File: config.mk
export PLATFORM = sky130hd
export DESIGN_NAME = spi_sram_bridge
export DESIGN_NICKNAME = d
export VERILOG_FILES = /design/src/rtl/spi_sram_bridge.sv
export SDC_FILE = /design/constraint.sdc
export NUM_CORES = 1
export LEC_CHECK = 0
export ABC_AREA = 1
export BUFFER_PORTS_ARGS = -buffer_cell sky130_fd_sc_hd__buf_2
export CORE_ASPECT_RATIO = 1.4
export CORE_MARGIN = 5
export CORE_UTILIZATION = 45
export CTS_CLUSTER_DIAMETER = 100
export DETAILED_ROUTE_END_ITERATION = 10
export HOLD_SLACK_MARGIN = 0.08
export PLACE_DENSITY_LB_ADDON = 0.2
export SLEW_MARGIN = 5
export SYNTH_ARGS = -nofsm -noshare
export SYNTH_HDL_FRONTEND = slang
export SYNTH_SLANG_ARGS = --single-unit
File: constraint.sdc
create_clock -name clk -period 2.5 [get_ports clk]
set_input_delay 0.75 -clock clk [delete_from_list [all_inputs] [get_ports clk]]
set_output_delay 0.75 -clock clk [all_outputs]
set_load 0.1 [all_outputs]
File: src/rtl/spi_sram_bridge.sv
`default_nettype none
// ============================================================================
// Module   : spi_sram_bridge
// Purpose  : Runs single 16-bit word read/write requests as one SPI mode-0
//            transaction each against a 23LC1024-class serial SRAM.
// Revision : 1.0 - initial release
// ============================================================================
module spi_sram_bridge #(
  parameter int CLK_DIV = 1
) (
  input  logic        clk,
  input  logic        reset,
  input  logic        mem_req,
  input  logic        mem_we,
  input  logic [15:0] mem_addr,
  input  logic [15:0] mem_wdata,
  output logic [15:0] mem_rdata,
  output logic        mem_ready,
  output logic        spi_cs_n,
  output logic        spi_sck,
  output logic        spi_mosi,
  input  logic        spi_miso
);

  localparam logic [1:0] S_IDLE  = 2'd0;
  localparam logic [1:0] S_SETUP = 2'd1;
  localparam logic [1:0] S_SHIFT = 2'd2;
  localparam logic [1:0] S_DONE  = 2'd3;

  localparam logic [3:0] DIV_LAST = 4'(CLK_DIV - 1);
  localparam logic [7:0] CMD_WRITE = 8'h02;
  localparam logic [7:0] CMD_READ  = 8'h03;

  logic [1:0]  r_state;
  logic [1:0]  w_state_nxt;
  logic [47:0] r_frame;
  logic [47:0] w_frame_nxt;
  logic [47:0] w_frame_new;
  logic        r_is_read;
  logic [5:0]  r_bit_cnt;
  logic [3:0]  r_div_cnt;
  logic [15:0] r_rx;
  logic        w_div_end;
  logic        w_cs_n_nxt;
  logic        w_sck_nxt;
  logic        w_mosi_nxt;
  logic        w_ready_nxt;

  assign w_div_end   = (r_div_cnt == DIV_LAST);
  assign w_frame_new = {(mem_we ? CMD_WRITE : CMD_READ), 7'b0, mem_addr, 1'b0,
                        (mem_we ? mem_wdata : 16'h0000)};

  always_ff @(posedge clk) begin
    if (reset) begin
      r_state <= S_IDLE;
    end else begin
      r_state <= w_state_nxt;
    end
  end

  always_comb begin
    w_state_nxt = r_state;
    case (r_state)
      S_IDLE:  if (mem_req) w_state_nxt = S_SETUP;
      S_SETUP: if (w_div_end) w_state_nxt = S_SHIFT;
      S_SHIFT: if (w_div_end && !spi_sck && (r_bit_cnt == 6'd0)) w_state_nxt = S_DONE;
      default: w_state_nxt = S_IDLE;
    endcase
  end

  // Frame shifts left on each SCK fall so bit 47 is always the bit on MOSI.
  always_comb begin
    w_frame_nxt = r_frame;
    if (r_state == S_IDLE && mem_req) begin
      w_frame_nxt = w_frame_new;
    end else if (r_state == S_SHIFT && w_div_end && spi_sck) begin
      w_frame_nxt = {r_frame[46:0], 1'b0};
    end
  end

  always_comb begin
    w_cs_n_nxt  = 1'b1;
    w_sck_nxt   = 1'b0;
    w_mosi_nxt  = 1'b0;
    w_ready_nxt = 1'b0;
    case (w_state_nxt)
      S_IDLE: w_ready_nxt = 1'b1;
      S_SETUP: begin
        w_cs_n_nxt = 1'b0;
        w_mosi_nxt = w_frame_nxt[47];
      end
      S_SHIFT: begin
        w_cs_n_nxt = 1'b0;
        w_mosi_nxt = w_frame_nxt[47];
        if (r_state == S_SETUP) begin
          w_sck_nxt = 1'b1;
        end else begin
          w_sck_nxt = w_div_end ? ~spi_sck : spi_sck;
        end
      end
      default: ;
    endcase
  end

  always_ff @(posedge clk) begin
    if (reset) begin
      r_frame   <= '0;
      r_is_read <= 1'b0;
      r_bit_cnt <= '0;
      r_div_cnt <= '0;
      r_rx      <= '0;
      mem_rdata <= '0;
      mem_ready <= 1'b1;
      spi_cs_n  <= 1'b1;
      spi_sck   <= 1'b0;
      spi_mosi  <= 1'b0;
    end else begin
      r_frame   <= w_frame_nxt;
      mem_ready <= w_ready_nxt;
      spi_cs_n  <= w_cs_n_nxt;
      spi_sck   <= w_sck_nxt;
      spi_mosi  <= w_mosi_nxt;
      case (r_state)
        S_IDLE: begin
          if (mem_req) begin
            r_is_read <= ~mem_we;
            r_bit_cnt <= 6'd47;
            r_div_cnt <= '0;
          end
        end
        S_SETUP: begin
          r_div_cnt <= w_div_end ? 4'd0 : r_div_cnt + 4'd1;
          if (w_div_end) r_rx <= {r_rx[14:0], spi_miso};
        end
        S_SHIFT: begin
          r_div_cnt <= w_div_end ? 4'd0 : r_div_cnt + 4'd1;
          // A completed low phase starts the next bit with an SCK rise.
          if (w_div_end && !spi_sck && (r_bit_cnt != 6'd0)) begin
            r_bit_cnt <= r_bit_cnt - 6'd1;
            r_rx      <= {r_rx[14:0], spi_miso};
          end
        end
        default: begin
          if (r_is_read) mem_rdata <= r_rx;
        end
      endcase
    end
  end

endmodule
`default_nettype wire

* After elaboration in Yosys (flattened, before gate mapping)
Index checks and enable logic that the tools add are counted.
** Operators by class
- Add/sub/neg operators :: 2
- Equality and inequality tests :: 7
- Multiplexer cells :: 21
- Bitwise gates (word level) :: 5
- Reduce and logical (&&, ||, !) cells :: 28
** Operator list (number)
- $mux 48 :: 2
- $mux 16 :: 3
- $pmux 16 s2 :: 1
- $mux 6 :: 2
- $pmux 6 s2 :: 1
- $reduce_bool 2->1 :: 5
- $reduce_or 2->1 :: 5
- $mux 4 :: 2
- $pmux 4 s2 :: 1
- $logic_and 1x1->1 :: 6
- $logic_not 6->1 :: 1
- $mux 2 :: 3
- $pmux 2 s3 :: 1
- $reduce_and 2->1 :: 3
- $reduce_and 3->1 :: 2
- $reduce_bool 6->1 :: 1
- $sub 6x1->6 const B :: 1
- $mux 1 :: 5
- $not 1->1 :: 5
- $add 4x1->4 const B :: 1
- $eq 2x1->1 const B :: 2
- $eq 2x2->1 const B :: 2
- $logic_not 2->1 :: 2
- $logic_not 4->1 :: 1
- 4 further kinds :: 5
** Storage, ports and cells
- Flip-flop bits (word level) :: 97
- Bits of input ports :: 37
- Output and inout bits :: 20
- Word-level logic and storage cells :: 76

* Longest topological paths before layout
- Depth in word-level cells :: 9
- Depth in mapped cells :: 13
- Gate-level depth less buffers :: 11

* Worst setup path after synthesis
No wires, ideal clock.
- Path type :: reg2reg
- From :: register spi_sck
- To :: register r_frame[40]
- Setup time :: 110 ps
- Data arrival time :: 1898 ps
- Data required time :: 2390 ps
- Path slack :: 492 ps
- Cell stages (with the launch flop) :: 11
- Path buffers :: 1
- Clock period less this slack :: 2008 ps
- Cell sequence :: dfxtp_1 -> nand2_1 -> nor2_4 -> inv_2 -> nand2_1 -> inv_2 -> buf_6 -> nand2_1 -> nand3_1 -> nand2_1 -> inv_1
** Between the ends
- Longest elaborated chain between the ends :: 2
** Ends and longest elaborated chain
- start, declared :: RTL line 20 : output logic spi_sck,
- start signal, assigned :: RTL line 121 : spi_sck <= w_sck_nxt;
- $logic_and 1x1->1 :: RTL line 76 : end else if (r_state == S_SHIFT && w_div_end && spi_sck) begin
- $reduce_bool 2->1 (no source line)
- end signal, assigned :: RTL line 118 : r_frame <= w_frame_nxt;
- end, declared :: RTL line 36 : logic [47:0] r_frame;
No other way between the ends.
A chain may end at the register's enable or synchronous reset.

* Final worst setup path
- From :: register r_state[1]
- To :: register spi_mosi
** Between the ends
- Longest elaborated chain between the ends :: 6
- Elaborated cells on any way between the ends :: 17
- Classes of those cells :: eq/ne: 4; mux: 6; bitwise: 1; reduce/logical: 6
** Ends and longest elaborated chain
- start, declared :: RTL line 34 : logic [1:0] r_state;
- start signal, assigned :: RTL line 57 : r_state <= w_state_nxt;
- $eq 2x2->1 (tied with other cells) :: RTL line 63, 76
- $pmux 2 s3 :: RTL line 63 : case (r_state)
- $eq 2x2->1 / $eq 2x1->1 (equally long branches) :: RTL line 86 : case (w_state_nxt)
- $reduce_or 2->1 (no source line)
- $not 1->1 (no source line)
- $reduce_or 2->1 (no source line)
- end signal, assigned :: RTL line 122 : spi_mosi <= w_mosi_nxt;
- end, declared :: RTL line 21 : output logic spi_mosi,
Parallel ways exist; a longest one is shown, timed or not. The select of a mux whose other input is x is not followed.

==> flow_summary.json <==
{
  "status": "complete, no violations",
  "die_area_sq_mm": 0.01167,
  "netlist_top_cells_area": "dfxtp_1 (45%), nand2_1 (15%), nand3_1 (9.2%)",
  "power_mw": 4.892,
  "syn2layout_area_growth_pct": 14.10,
  "synth_area_sq_mm": 0.004312,
  "postCtsResizedCells": 0,
  "yosys.area.top_type": "dfxtp_1",
  "hold_violations": 0,
  "vias": 3723,
  "antenna_cells": 0,
  "dr.pass1.iters": 4,
  "wl_met2_mm": 4.522,
  "register_area_sq_mm": 0.001942,
  "dieHeight_microns": 125.8,
  "wl_met3_microns": 335,
  "fill_cells": 962,
  "synthArstFlopShare": 0,
  "routabilityCongestion": 0.7494,
  "final_nets": 694,
  "ys_warn_count": 0,
  "first_iter_violations": 139,
  "ant_nets": 0,
  "slew_headroom": 0.6092,
  "place_hpwl_mm": 6.066,
  "synth.avg_cell_area_sq_um": 7.198,
  "path_max_fanout": 13,
  "cts_buffers": 9,
  "cellLeakagePower_nw": 2.389,
  "vias_per_cell": 4.899,
  "synth_edf_count": 0,
  "start_kind": "register",
  "finalSetupViolCount": 0,
  "fin_setup_tns_ns": 0,
  "cts_setup_buffers": 0,
  "placed_area_sq_mm": 0.004616,
  "syn_inst": 599,
  "wl_mm": 9.008,
  "power_density_mw_per_mm2": 994.4,
  "drc": 0,
  "finalInstanceArea_sq_mm": 0.004920,
  "grt_pass1_vias": 3591,
  "critical_path_arrival_ns": 2.38,
  "hold_class": "register to register",
  "post-route-period-util": 0.8550,
  "cts-root-buf": "clkbuf_16",
  "worst-setup-path-type": "register to register",
  "synth_top_area_share": 0.4504,
  "gr-total-overflow": 0,
  "ys_seq_area_frac": 0.4504,
  "fmax_ghz": 0.4678,
  "wl_per_cell_microns": 11.85,
  "multi_input_area_sq_mm": 0.001957,
  "cts_tree": "yes",
  "routed.top_layer": "met4",
  "cts_sinks": 97,
  "start_util": 0.4584,
  "slew_viol_final": 0,
  "clk_pin_slew_worst_paths_ns": 0.07,
  "numPortBuffers": 56,
  "io_pins": 57,
  "core_area_sq_mm": 0.009407,
  "fin_util": 0.5230,
  "insertion_delay_ns": 0.34,
  "synth-seq-cells": 97,
  "skew_ns": 0.007653,
  "rows": 42,
  "drive_above_1_share": 0.1631,
  "die_w_microns": 92.73,
  "synth_fp_nets": 648,
  "cts_hold_buf": 0,
  "cts_buffer_depth": 2,
  "grt_antenna_before_repair": 0,
  "grt_max_degree": 39,
  "finalCriticalPeriod_ns": 2.138,
  "grt_pass1_wl_mm": 15.72,
  "max-vdd-ir-drop_uv": 520.0,
  "worstSetupEndpointType": "register",
  "track_usage": 0.1636,
  "worstMarginPinSlew_ns": 0.5855,
  "htree_num_levels": 3,
  "met1_length_mm": 4.062,
  "drv_cap": 0,
  "ys_types": 29,
  "rsz0062_at_grt": "no",
  "synthFlopType": "dfxtp_1",
  "crit_required_ns": 2.74
}
-- per-layer routing --
layer / track usage / up-vias
met5: 0 / -
met4: 0.05177 / 0
met3: 0.03640 / 8
met2: 0.2838 / 52
met1: 0.2006 / 1695
li1: - / 1968
-- layout make-up --
cell class / instances / share of cell area
clock buffers: 9 / 0.04578
clock inverters: 7 / 0.01602
inverters: 59 / 0.04552
multi-input cells: 412 / 0.3978
flip-flops and latches: 97 / 0.3947
well taps: 110 / 0.02798
repair buffers: 66 / 0.07223
-- worst paths after layout --
| path | from | endpoint | slack, ns | cells past startpoint |
|---|---|---|---|---|
| worst max-delay path | r_state[1]$_SDFF_PP0_ | spi_mosi$_SDFF_PP0_ | 0.36 | 9 |
| worst min-delay path | r_frame[35]$_SDFFE_PP0P_ | r_frame[35]$_SDFFE_PP0P_ | 0.46 | 2 |
| worst max register to register | r_state[1]$_SDFF_PP0_ | spi_mosi$_SDFF_PP0_ | 0.36 | 9 |
| worst min register to register | r_frame[35]$_SDFFE_PP0P_ | r_frame[35]$_SDFFE_PP0P_ | 0.46 | 2 |
-- power breakdown --
part,switching [mW],leakage (nW),internal [mW]
sequential,0.140,0.789,1.74
combinational,1.14,1.46,0.482
clock,0.607,0.144,0.786
-- Yosys cell counts, types with 4 or more instances --
library cell,n
buf_4,4
buf_2,4
nand2_1,178
nor2_1,58
clkbuf_1,14
a21oi_2,10
o21ai_0,26
buf_6,7
nand3_1,79
a21oi_1,28
dfxtp_1,97
ha_1,12
inv_1,53
-- worst max-delay path, cell delays in order, from the launching register on --
cell	delay, ns
dfxtp_1	0.36
inv_1	0.12
ha_1	0.21
inv_1	0.08
or2_2	0.39
o21ai_0	0.18
nand2_1	0.11
ha_1	0.30
inv_1	0.04
nor4_1	0.24
-- layout by cell type (no fill, tap or decap), types with 12 or more instances in the layout --
cell	count
a21oi_1	28
buf_2	56
dfxtp_1	97
ha_1	12
inv_1	53
nand2_1	178
nand3_1	79
nor2_1	58
o21ai_0	26
-- sequential cells by signal (all words and copies together), names as in the netlist, 2 cells and up --
name / flops
r_bit_cnt: 6
r_frame: 48
r_rx: 16
r_state: 2
mem_rdata: 16
r_div_cnt: 4
-- through the flow --
step                      cells  setup slack [ns]  hold WS (ns)
after floorplan             599            0.4916        0.4238
after global placement      744            0.2798        0.4414
after detailed placement    744            0.2688        0.4464
after CTS                   760            0.3501        0.4569
after global routing        760            0.2316        0.4723
final                       760            0.3624        0.4553
-- cell families (layout without fill, tap and decap cells) --
logic type / after synthesis / count (layout) / share of synthesized area
and+or+nand+nor: 330 / 330 / 0.3247
DFF: 97 / 97 / 0.4504
buffers and inverters: 90 / 141 / 0.09577
AOI/OAI and AO/OA: 67 / 67 / 0.08821
adders and majority gates: 12 / 12 / 0.03482
xor gates and xnor gates: 3 / 3 / 0.006095
Power figures use the tool's default switching activity.
